**config.mk**
```make
export PLATFORM = sky130hd
export DESIGN_NAME = asymmetric_bram_fifo_ctrl
export DESIGN_NICKNAME = d
export VERILOG_FILES = /design/src/rtl/asymmetric_bram_fifo_ctrl.sv
export SDC_FILE = /design/constraint.sdc
export NUM_CORES = 1
export LEC_CHECK = 0
export BUFFER_PORTS_ARGS = -buffer_cell sky130_fd_sc_hd__buf_2
export CAP_MARGIN = 0
export CORE_ASPECT_RATIO = 1.5
export CORE_MARGIN = 1.5
export CORE_UTILIZATION = 40
export CTS_CLUSTER_DIAMETER = 50
export DETAILED_ROUTE_END_ITERATION = 10
export PLACE_DENSITY = 0.67
export SETUP_SLACK_MARGIN = 0.05
export SYNTH_ARGS = -nofsm -noshare
export SYNTH_HDL_FRONTEND = slang
export SYNTH_SLANG_ARGS = --single-unit
```
**constraint.sdc**
```tcl
create_clock -name CLK -period 9.7 [get_ports CLK]
set_clock_uncertainty 0.05 [all_clocks]
set_input_delay 0 -clock CLK [delete_from_list [all_inputs] [get_ports CLK]]
set_output_delay 0 -clock CLK [all_outputs]
set_load 0.05 [all_outputs]
```
**src/rtl/asymmetric_bram_fifo_ctrl.sv**
```systemverilog
// Width-down-converting FIFO controller for a simple-dual-port asymmetric BRAM.
// Wide words are written through the write port. Narrow items are read back
// through the read port into a small skid buffer that drives the dequeue
// handshake. Pointers are one bit wider than the address so that full and
// empty can be told apart.
module asymmetric_bram_fifo_ctrl #(
    parameter int WADDR_WIDTH = 4,
    parameter int RATIO_LOG2  = 2,
    parameter int RDATA_WIDTH = 8,
    parameter int PIPELINED   = 0,
    localparam int WDATA_WIDTH = RDATA_WIDTH << RATIO_LOG2,
    localparam int RADDR_WIDTH = WADDR_WIDTH + RATIO_LOG2
) (
    input  logic                   CLK,
    input  logic                   RST,
    input  logic [WDATA_WIDTH-1:0] ENQ_DATA,
    input  logic                   ENQ_VALID,
    output logic                   ENQ_READY,
    output logic [RDATA_WIDTH-1:0] DEQ_DATA,
    output logic                   DEQ_VALID,
    input  logic                   DEQ_READY,
    output logic [RADDR_WIDTH:0]   COUNT,
    output logic [WADDR_WIDTH-1:0] BRAM_WADDR,
    output logic [WDATA_WIDTH-1:0] BRAM_WDATA,
    output logic                   BRAM_WEN,
    output logic [RADDR_WIDTH-1:0] BRAM_RADDR,
    output logic                   BRAM_REN,
    input  logic [RDATA_WIDTH-1:0] BRAM_RDATA
);

    // Read latency of the BRAM and the skid depth that covers it.
    localparam int SKID_DEPTH = 2 + PIPELINED;
    localparam int LAT        = 1 + PIPELINED;
    localparam int SW         = $clog2(SKID_DEPTH);
    localparam int CW         = $clog2(SKID_DEPTH + 1) + 1;

    localparam logic [WADDR_WIDTH:0] WUSED_MAX  = {1'b0, {WADDR_WIDTH{1'b1}}};
    localparam logic [SW-1:0]        SKID_LAST  = SW'(SKID_DEPTH - 1);
    localparam logic [CW-1:0]        SKID_LIMIT = CW'(SKID_DEPTH);

    // Pointers: write, committed write, read-issue, dequeue.
    logic [WADDR_WIDTH:0]   wptr, cwptr, wptr_next, used_next;
    logic [RADDR_WIDTH:0]   iptr, dptr, dptr_next, readable;
    logic [RADDR_WIDTH:0]   count_q, count_next;
    logic                   enq_ready_q, enq_ready_d;
    logic                   enq_fire, deq_fire, ren, capture;
    logic [LAT-1:0]         infl;
    logic [CW-1:0]          skid_cnt, infl_cnt, occ;
    logic [RDATA_WIDTH-1:0] skid_mem [SKID_DEPTH];
    logic [SW-1:0]          head, tail;
    logic [RADDR_WIDTH-1:0] raddr_hold;

    // Handshakes and BRAM port drive. Both ready/valid are forced low in reset.
    assign ENQ_READY  = enq_ready_q & ~RST;
    assign enq_fire   = ENQ_VALID & ENQ_READY;
    assign BRAM_WEN   = enq_fire;
    assign BRAM_WADDR = wptr[WADDR_WIDTH-1:0];
    assign BRAM_WDATA = ENQ_DATA;

    assign DEQ_VALID  = ~RST & (skid_cnt != '0);
    assign DEQ_DATA   = skid_mem[head];
    assign deq_fire   = DEQ_VALID & DEQ_READY;

    assign capture    = infl[LAT-1];
    assign BRAM_REN   = ren;
    assign BRAM_RADDR = ren ? iptr[RADDR_WIDTH-1:0] : raddr_hold;
    assign COUNT      = count_q;

    // Next-state pointers, occupancy, and the read-issue decision.
    always_comb begin
        // NOTE: every signal written here gets an unconditional assignment first, so no latch can be inferred.
        wptr_next   = wptr + (WADDR_WIDTH+1)'(enq_fire);
        dptr_next   = dptr + (RADDR_WIDTH+1)'(deq_fire);
        // A wide slot frees only once all of its lanes have been dequeued.
        used_next   = wptr_next - dptr_next[RADDR_WIDTH:RATIO_LOG2];
        enq_ready_d = (used_next <= WUSED_MAX);
        count_next  = ((RADDR_WIDTH+1)'(wptr_next) << RATIO_LOG2) - dptr_next;
        readable    = ((RADDR_WIDTH+1)'(cwptr) << RATIO_LOG2) - iptr;
        infl_cnt    = '0;
        for (int i = 0; i < LAT; i++) begin
            infl_cnt = infl_cnt + CW'(infl[i]);
        end
        // The entry leaving this cycle is already free, which keeps one item per cycle sustained.
        occ = skid_cnt + infl_cnt - CW'(deq_fire);
        ren = ~RST & (readable != '0) & (occ < SKID_LIMIT);
    end

    // Pointer, occupancy, full-flag and read-latency tracking registers.
    always_ff @(posedge CLK) begin
        // NOTE: sequential state uses non-blocking assignments so every register samples pre-edge values.
        if (RST) begin
            wptr        <= '0;
            cwptr       <= '0;
            iptr        <= '0;
            dptr        <= '0;
            infl        <= '0;
            count_q     <= '0;
            enq_ready_q <= 1'b1;
            raddr_hold  <= '0;
        end else begin
            wptr        <= wptr_next;
            // The write lands in the BRAM at this edge; reads of it are safe from the next cycle.
            cwptr       <= wptr_next;
            iptr        <= iptr + (RADDR_WIDTH+1)'(ren);
            dptr        <= dptr_next;
            count_q     <= count_next;
            enq_ready_q <= enq_ready_d;
            raddr_hold  <= BRAM_RADDR;
            infl[0]     <= ren;
            for (int i = 1; i < LAT; i++) begin
                infl[i] <= infl[i-1];
            end
        end
    end

    // Skid buffer: captures returning BRAM data, presents the head item.
    always_ff @(posedge CLK) begin
        if (RST) begin
            head     <= '0;
            tail     <= '0;
            skid_cnt <= '0;
            // NOTE: the skid entries are a handful of flops, so they are cleared; a real RAM array would not be.
            for (int i = 0; i < SKID_DEPTH; i++) begin
                skid_mem[i] <= '0;
            end
        end else begin
            if (capture) begin
                skid_mem[tail] <= BRAM_RDATA;
                tail           <= (tail == SKID_LAST) ? '0 : tail + SW'(1);
            end
            if (deq_fire) begin
                head <= (head == SKID_LAST) ? '0 : head + SW'(1);
            end
            skid_cnt <= skid_cnt + CW'(capture) - CW'(deq_fire);
        end
    end

endmodule
```
==> impl_metrics.ini, run 1 <==
[clock_network]
cts_made_buffers = 5
clock_path_buffers = 2
clk_latency_ns = 0.30
cts_max_level = 2
cts-root-buf = clkbuf_8
ctsResizeCount = 0
cts_tree = yes
clkSinkCount = 55
path_clk_slew_ns = 0.09

[layout]
layout.nets = 368
layout_common_cells = 40 x dlygate4sd3_1, 40 x buf_2, 39 x dfxtp_1, 24 x nor2_1, 18 x and2_1
drive_gt1_share_pct = 22.5
area_growth_pct = 18.3
antenna_cells = 0
final_core_util_pct = 48.8

[critical_path]
end_kind = flip-flop
critical_path_class = reg2reg
critPathMostFrequentCell = ha_1
slowest_stage = a2111oi_4
worstPathCellList = nor3_1 -> nor2_1 -> and2_1 -> ha_1 -> inv_1 -> ha_1 -> fa_1 -> xnor2_2 -> xnor2_1 -> a2111oi_4 -> ha_1 -> ha_1 -> nand3_1 -> nor3_1 -> xnor2_1 -> nor2_1
crit_path_max_fanout = 8
max_stage_delay_ns = 0.64
path_buf_inv = 1
required_ns = 9.83
setup.worst_path.start_class = flip-flop
critPathArrivalTime_ns = 3.95
r2r_slack_ns = 5.89
critPathTopFamily = adder cells

[yosys]
syn_nets = 323
synth_edf_count = 16
netlist_area_um2 = 2810
yosysTopAreaCell = dfxtp_1
synth_cells = 261
synth_seq_cells = 55
synth_flop_cell = dfxtp_1
seq_area_frac_synth_pct = 44.9
synth_cell_types = 31
synthArstFlopShare_pct = 0
syn_area_per_cell_um2 = 10.8
synth_top_area_share_pct = 27.8
ys_warn_count = 0
synthTopCellsByArea = dfxtp_1 28%, edfxtp_1 17%, buf_4 9.9%, ha_1 7.6%, mux2_2 6.4%

[die]
rows = 37
core_area_um2 = 6810
die_area_um2 = 7540
initial_core_util_pct = 41.2
fp.dieW_um = 71.4
ios = 105
die_height_um = 106

[sta]
hold_violations = 0
rsz0062_at_grt = false
period_needed_ns = 3.81
clock.fmax_mhz = 262
worst_hold_slack_ns = 0.113
setup_violations = 0
maxSlewViolCount = 0
post-route-period-util_pct = 39.3
worst_pin_slew_ns = 0.821
relSlewSlack_pct = 45.1
timing.setup.tns_ns = 0

[hold_path]
min_path_type = in2reg

[grt]
grt_max_degree = 48
gr-total-overflow = 0
grt_first_pass_wirelength_um = 7620
antenna_found_initial = 0
first_global_vias = 1723
grtUsageTotal_pct = 13.0

[run_status]
outcome = finished clean

[detailed_routing]
first_iter_violations = 85
wirelength_um = 4710
vias_per_cell = 4.74
detail_route.wl_per_cell_um = 12.2
vias = 1824
drtPass1Iterations = 4
postRouteAntennaNets = 0
drc = 0

[power]
total_leakage_power_nw = 1.49
powerDensity_nw_per_um2 = 207
ir_drop_uv = 86.1

[placed_design]
gp_congestion = 0.801
dpl.hpwl_um = 3190
port_buffers = 40

[flow_run]
maxCapViolations = 0
==> final timing paths <==
check                                  from         to  cells after the start
worst min-delay path              DEQ_READY  flip-flop                      4
worst min register to register         head  flip-flop                      2
worst max-delay path            skid_cnt[1]    iptr[6]                     16
worst max register to register  skid_cnt[1]    iptr[6]                     16
==> sequential cells by signal, indices dropped and copies added, names as in the netlist, named ones only <==
| name | flops |
|---|---|
| head | 1 |
| skid_cnt | 3 |
| enq_ready_q | 1 |
| capture | 1 |
| iptr | 7 |
| cwptr | 5 |
| tail | 1 |
| raddr_hold | 6 |
| skid_mem | 16 |
| COUNT | 6 |
| dptr | 7 |
==> worst reg2reg max path, cell delays in order, from the launching register on <==
cell and delay [ns]:
dfxtp_1 0.32, nor3_1 0.17, nor2_1 0.07, and2_1 0.22
ha_1 0.29, inv_1 0.04, ha_1 0.18, fa_1 0.40
xnor2_2 0.15, xnor2_1 0.18, a2111oi_4 0.64, ha_1 0.28
ha_1 0.18, nand3_1 0.12, nor3_1 0.21, xnor2_1 0.15
nor2_1 0.05
==> through the flow <==
stage	area [µm²]	total power, mW	instances	worst slack, ns
3_5_place_dp	2810	0.510	337	5.78
5_1_grt	3320	0.725	385	5.57
6_report	3320	0.687	385	5.89
4_1_cts	3320	0.696	385	5.82
2_1_floorplan	2810	0.503	261	5.20
3_3_place_gp	2810	0.507	337	5.91
==> power by group <==
group | switching, mW | internal (mW)
combinational | 0.169 | 0.0899
clock | 0.0715 | 0.0754
sequential | 0.0155 | 0.266
total | 0.256 | 0.431
==> cell type report <==
class,count,area [µm²]
fillers,620,3490
flip-flops and latches,55,1260
multi-input cells,148,1190
repair buffers,81,608
well taps,78,97.6
clock buffers,5,68.8
inverters,15,56.3
clock inverters,3,38.8
==> repair_timing <==
item,4_1_cts,5_1_grt
hold buffers,40,0
setup buffers,0,0
endpoints found under the hold margin,48,0
==> cells in the mapped netlist (all sizes together) (3+ instances only) <==
cell type  count
xor2           5
edfxtp        16
xnor2         18
dfxtp         39
mux2          16
maj3           3
inv           15
and2b          6
and3           3
clkbuf         4
nor2          24
nand3          7
and2          18
a21o           3
nor2b         11
buf           39
ha            17
==> cell families (layout without fill, tap and decap cells) <==
group                      after synthesis  after routing  share of synthesized area, %
and+or+nand+nor                         77             77                          14.8
buffers and inverters                   58            104                          12.7
DFF                                     55             55                          44.9
xor gates and xnor gates                24             24                          8.25
adders and majority gates               21             21                          9.36
muxes                                   17             17                          6.78
AOI/OAI and AO/OA                        9              9                          3.17
==> layer usage <==
metal | track usage [%] | vias to the layer above | part of all wire (%)
met2 | 23.3 | 63 | 53
met1 | 14.1 | 848 | 39
met4 | 6.60 | 0 | 2.6
li1 | - | 906 | -
met5 | 0 | - | 0
met3 | 2.29 | 7 | 5.1
Note: power is estimated with default switching activity, not from simulation.
==> run 2: changes to the inputs <==
--- a/config.mk
+++ b/config.mk
@@ -5,6 +5,7 @@
 export SDC_FILE = /design/constraint.sdc
 export NUM_CORES = 1
 export LEC_CHECK = 0
+export ABC_AREA = 1
 export BUFFER_PORTS_ARGS = -buffer_cell sky130_fd_sc_hd__buf_2
 export CAP_MARGIN = 0
 export CORE_ASPECT_RATIO = 1.5
@@ -12,7 +13,7 @@
 export CORE_UTILIZATION = 40
 export CTS_CLUSTER_DIAMETER = 50
 export DETAILED_ROUTE_END_ITERATION = 10
-export PLACE_DENSITY = 0.67
+export PLACE_DENSITY = 0.69
 export SETUP_SLACK_MARGIN = 0.05
 export SYNTH_ARGS = -nofsm -noshare
 export SYNTH_HDL_FRONTEND = slang
==> constraint.sdc (replaced) <==
create_clock -name CLK -period 3.21 [get_ports CLK]
set_clock_uncertainty 0.05 [all_clocks]
set_input_delay 0 -clock CLK [delete_from_list [all_inputs] [get_ports CLK]]
set_output_delay 0 -clock CLK [all_outputs]
set_load 0.05 [all_outputs]
==> run 2 against run 1 <==
Combinational power increased to 3.2 times the previous value. Hold slack worse by 0.070 ns. Register-to-register slack got worse by 5.7 ns. Final cell count up 32%. Synthesized cell count grew 38%. Fmax up 28%. Design area rose by 8.4%. Wire length is 17% higher. Critical path type unchanged. Largest cell class unchanged. Highest routed layer unchanged.
==> impl_metrics.ini, run 2 <==
[layout]
seq_area_um2 = 1260
largest_reg_flops = 16
max_flop_register = skid_mem
drive_gt1_share_pct = 22.2
fillers = 670
layout.nets = 471
reg.largest.list = skid_mem (16), dptr (7), iptr (7)
multiInputGateArea_um2 = 1240
final_common_cell = nand2_1
stdcell_count = 510
antenna_cells = 0
area_growth_pct = 22.7
layout_common_cells = 64 x nand2_1, 49 x nor2_1, 44 x inv_1, 41 x dlygate4sd3_1, 40 x buf_2

[yosys]
syn_nets = 421
syn_area_per_cell_um2 = 8.17
yosysMostFrequentCell = nand2_1
netlist_area_um2 = 2930
yosysTopAreaCell = dfxtp_1
synth_top_area_share_pct = 26.6
synthArstFlopShare_pct = 0
synthSimpleGateAreaFrac_pct = 23.5
synth_seq_cells = 55
synthTopCellsByArea = dfxtp_1 27%, edfxtp_1 16%, buf_4 9.7%, nand2_1 8.6%, ha_1 7.3%
synth_xor_area_share_pct = 0.896
seq_area_frac_synth_pct = 43.0
synth_edf_count = 16
ys_warn_count = 0
synth_top_family_by_area = simple AND/OR/NAND/NOR gates
synth_flop_cell = dfxtp_1
synth_cell_types = 32
ys_top_cells_by_count = 67 x nand2_1, 50 x nor2_1, 49 x inv_1
synth-compound-area-share_pct = 4.35
synth_cells = 359
synth_fa_ha_area_share_pct = 7.94
synthMuxAreaShare_pct = 3.07

[detailed_routing]
vias_per_cell = 4.50
first_iter_violations = 63
postRouteAntennaNets = 0
detail_route.wl_per_cell_um = 10.8
wirelength_um = 5500
drc = 0
vias = 2295
drtPass1Iterations = 4

[sta]
maxSlewViolCount = 0
clock.fmax_mhz = 336
rsz0062_at_grt = false
post-route-period-util_pct = 92.7
hold_violations = 0
setup_violations = 0
timing.setup.tns_ns = 0
worst_pin_slew_ns = 0.517
relSlewSlack_pct = 65.4
period_needed_ns = 2.98

[critical_path]
end_kind = flip-flop
crit_path_max_fanout = 3
required_ns = 3.36
critPathMostFrequentCell = ha_4
worstPathCellList = inv_4 -> a31oi_4 -> nand2_2 -> inv_2 -> ha_4 -> inv_2 -> ha_4 -> fa_1 -> inv_2 -> nand2_2 -> nor3_4 -> ha_4 -> ha_4 -> nand2_2 -> nor2_1 -> inv_1 -> nor2_2 -> inv_1 -> o21ai_2 -> a21oi_1
max_stage_delay_ns = 0.42
critPathTopFamily = adder cells
setup.worst_path.start_class = flip-flop
critPathArrivalTime_ns = 3.13
slowest_stage = fa_1
critical_path_class = reg2reg
path_buf_inv = 6

[clock_network]
clkSinkCount = 55
cts_max_level = 2
cts_tree = yes
cts_made_buffers = 5
clock_path_buffers = 2
path_clk_slew_ns = 0.11
cts-root-buf = clkbuf_8
clk_latency_ns = 0.32

[grt]
first_global_vias = 2152
grt_max_degree = 32
grtUsageTotal_pct = 14.7
gr-total-overflow = 0
antenna_found_initial = 0
grt_first_pass_wirelength_um = 8810

[run_status]
outcome = finished clean

[power]
powerDensity_nw_per_um2 = 603
total_leakage_power_nw = 1.68
ir_drop_uv = 316
total_power_mw = 2.17

[placed_design]
port_buffers = 40
gp_congestion = 0.740
dpl.cell_count = 459
dpl.hpwl_um = 3810

[die]
rows = 38
fp.dieW_um = 72.9
die_area_um2 = 7860
initial_core_util_pct = 40.8
core_area_um2 = 7180
ios = 105
die_height_um = 108

[flow_run]
maxCapViolations = 0

[hold_path]
min_path_type = in2reg
-- run 2: routing by layer --
metal	GRT usage, %	vias up	wire length (µm)
li1	-	1181	-
met1	14.3	1029	2100
met2	27.7	73	2990
met3	3.09	12	231
met4	8.36	0	177
met5	0	-	0
-- run 2: cell families after synthesis --
kind of cell,count (synthesis)
buffers and inverters,96
XOR/XNOR,3
flip-flops,55
multiplexers,8
AND/OR/NAND/NOR,155
AO/OA/AOI/OAI,24
adder cells (fa/ha/maj),18
-- run 2: through the flow --
step	util [%]	area (µm²)	setup slack, ns	hold slack (ns)
after floorplan	-	3010	-0.426	0.00930
after global placement	42.5	3050	0.227	-0.0497
after detailed placement	42.5	3050	0.143	-0.0497
after CTS	49.8	3570	0.123	0.0385
after global routing	50.1	3600	0.0414	0.0790
final	50.1	3600	0.235	0.0423
-- run 2: worst min-delay path, cell delays in order --
cell	delay, ns
buf_2	0.12
a31oi_4	0.04
nand2_2	0.08
xor2_1	0.07
nor2_1	0.08
-- run 2: what timing repair did --
action / CTS / global route
hold buffers: 41 / 0
buffers inserted: 0 / 2
hold endpoints to repair: 50 / 0
endpoints found under the setup margin: 0 / 1
gates resized for setup: 0 / 4
-- run 2: where the power goes --
| part | internal [mW] | switching [mW] | total (mW) |
|---|---|---|---|
| registers | 0.799 | 0.0493 | 0.848 |
| clock network | 0.237 | 0.248 | 0.485 |
| logic | 0.255 | 0.581 | 0.836 |
-- run 2: layout make-up --
type / instances / share of cell area, %
multi-input combinational: 208 / 34.6
inverter: 53 / 5.60
clock buffer: 5 / 1.91
timing repair buffer: 86 / 18.0
sequential: 55 / 35.1
clock inverter: 3 / 1.32
tap: 100 / 3.48
-- run 2: path summary, 6_finish.rpt --
path / startpoint / to / slack, ns / cells past startpoint
setup / recovery: skid_cnt[1] / iptr[6] / 0.23 / 20
hold / removal: RST / head / 0.04 / 5
setup reg to reg: skid_cnt[1] / iptr[6] / 0.23 / 20
hold reg to reg: raddr_hold[2] / raddr_hold[2] / 0.43 / 2
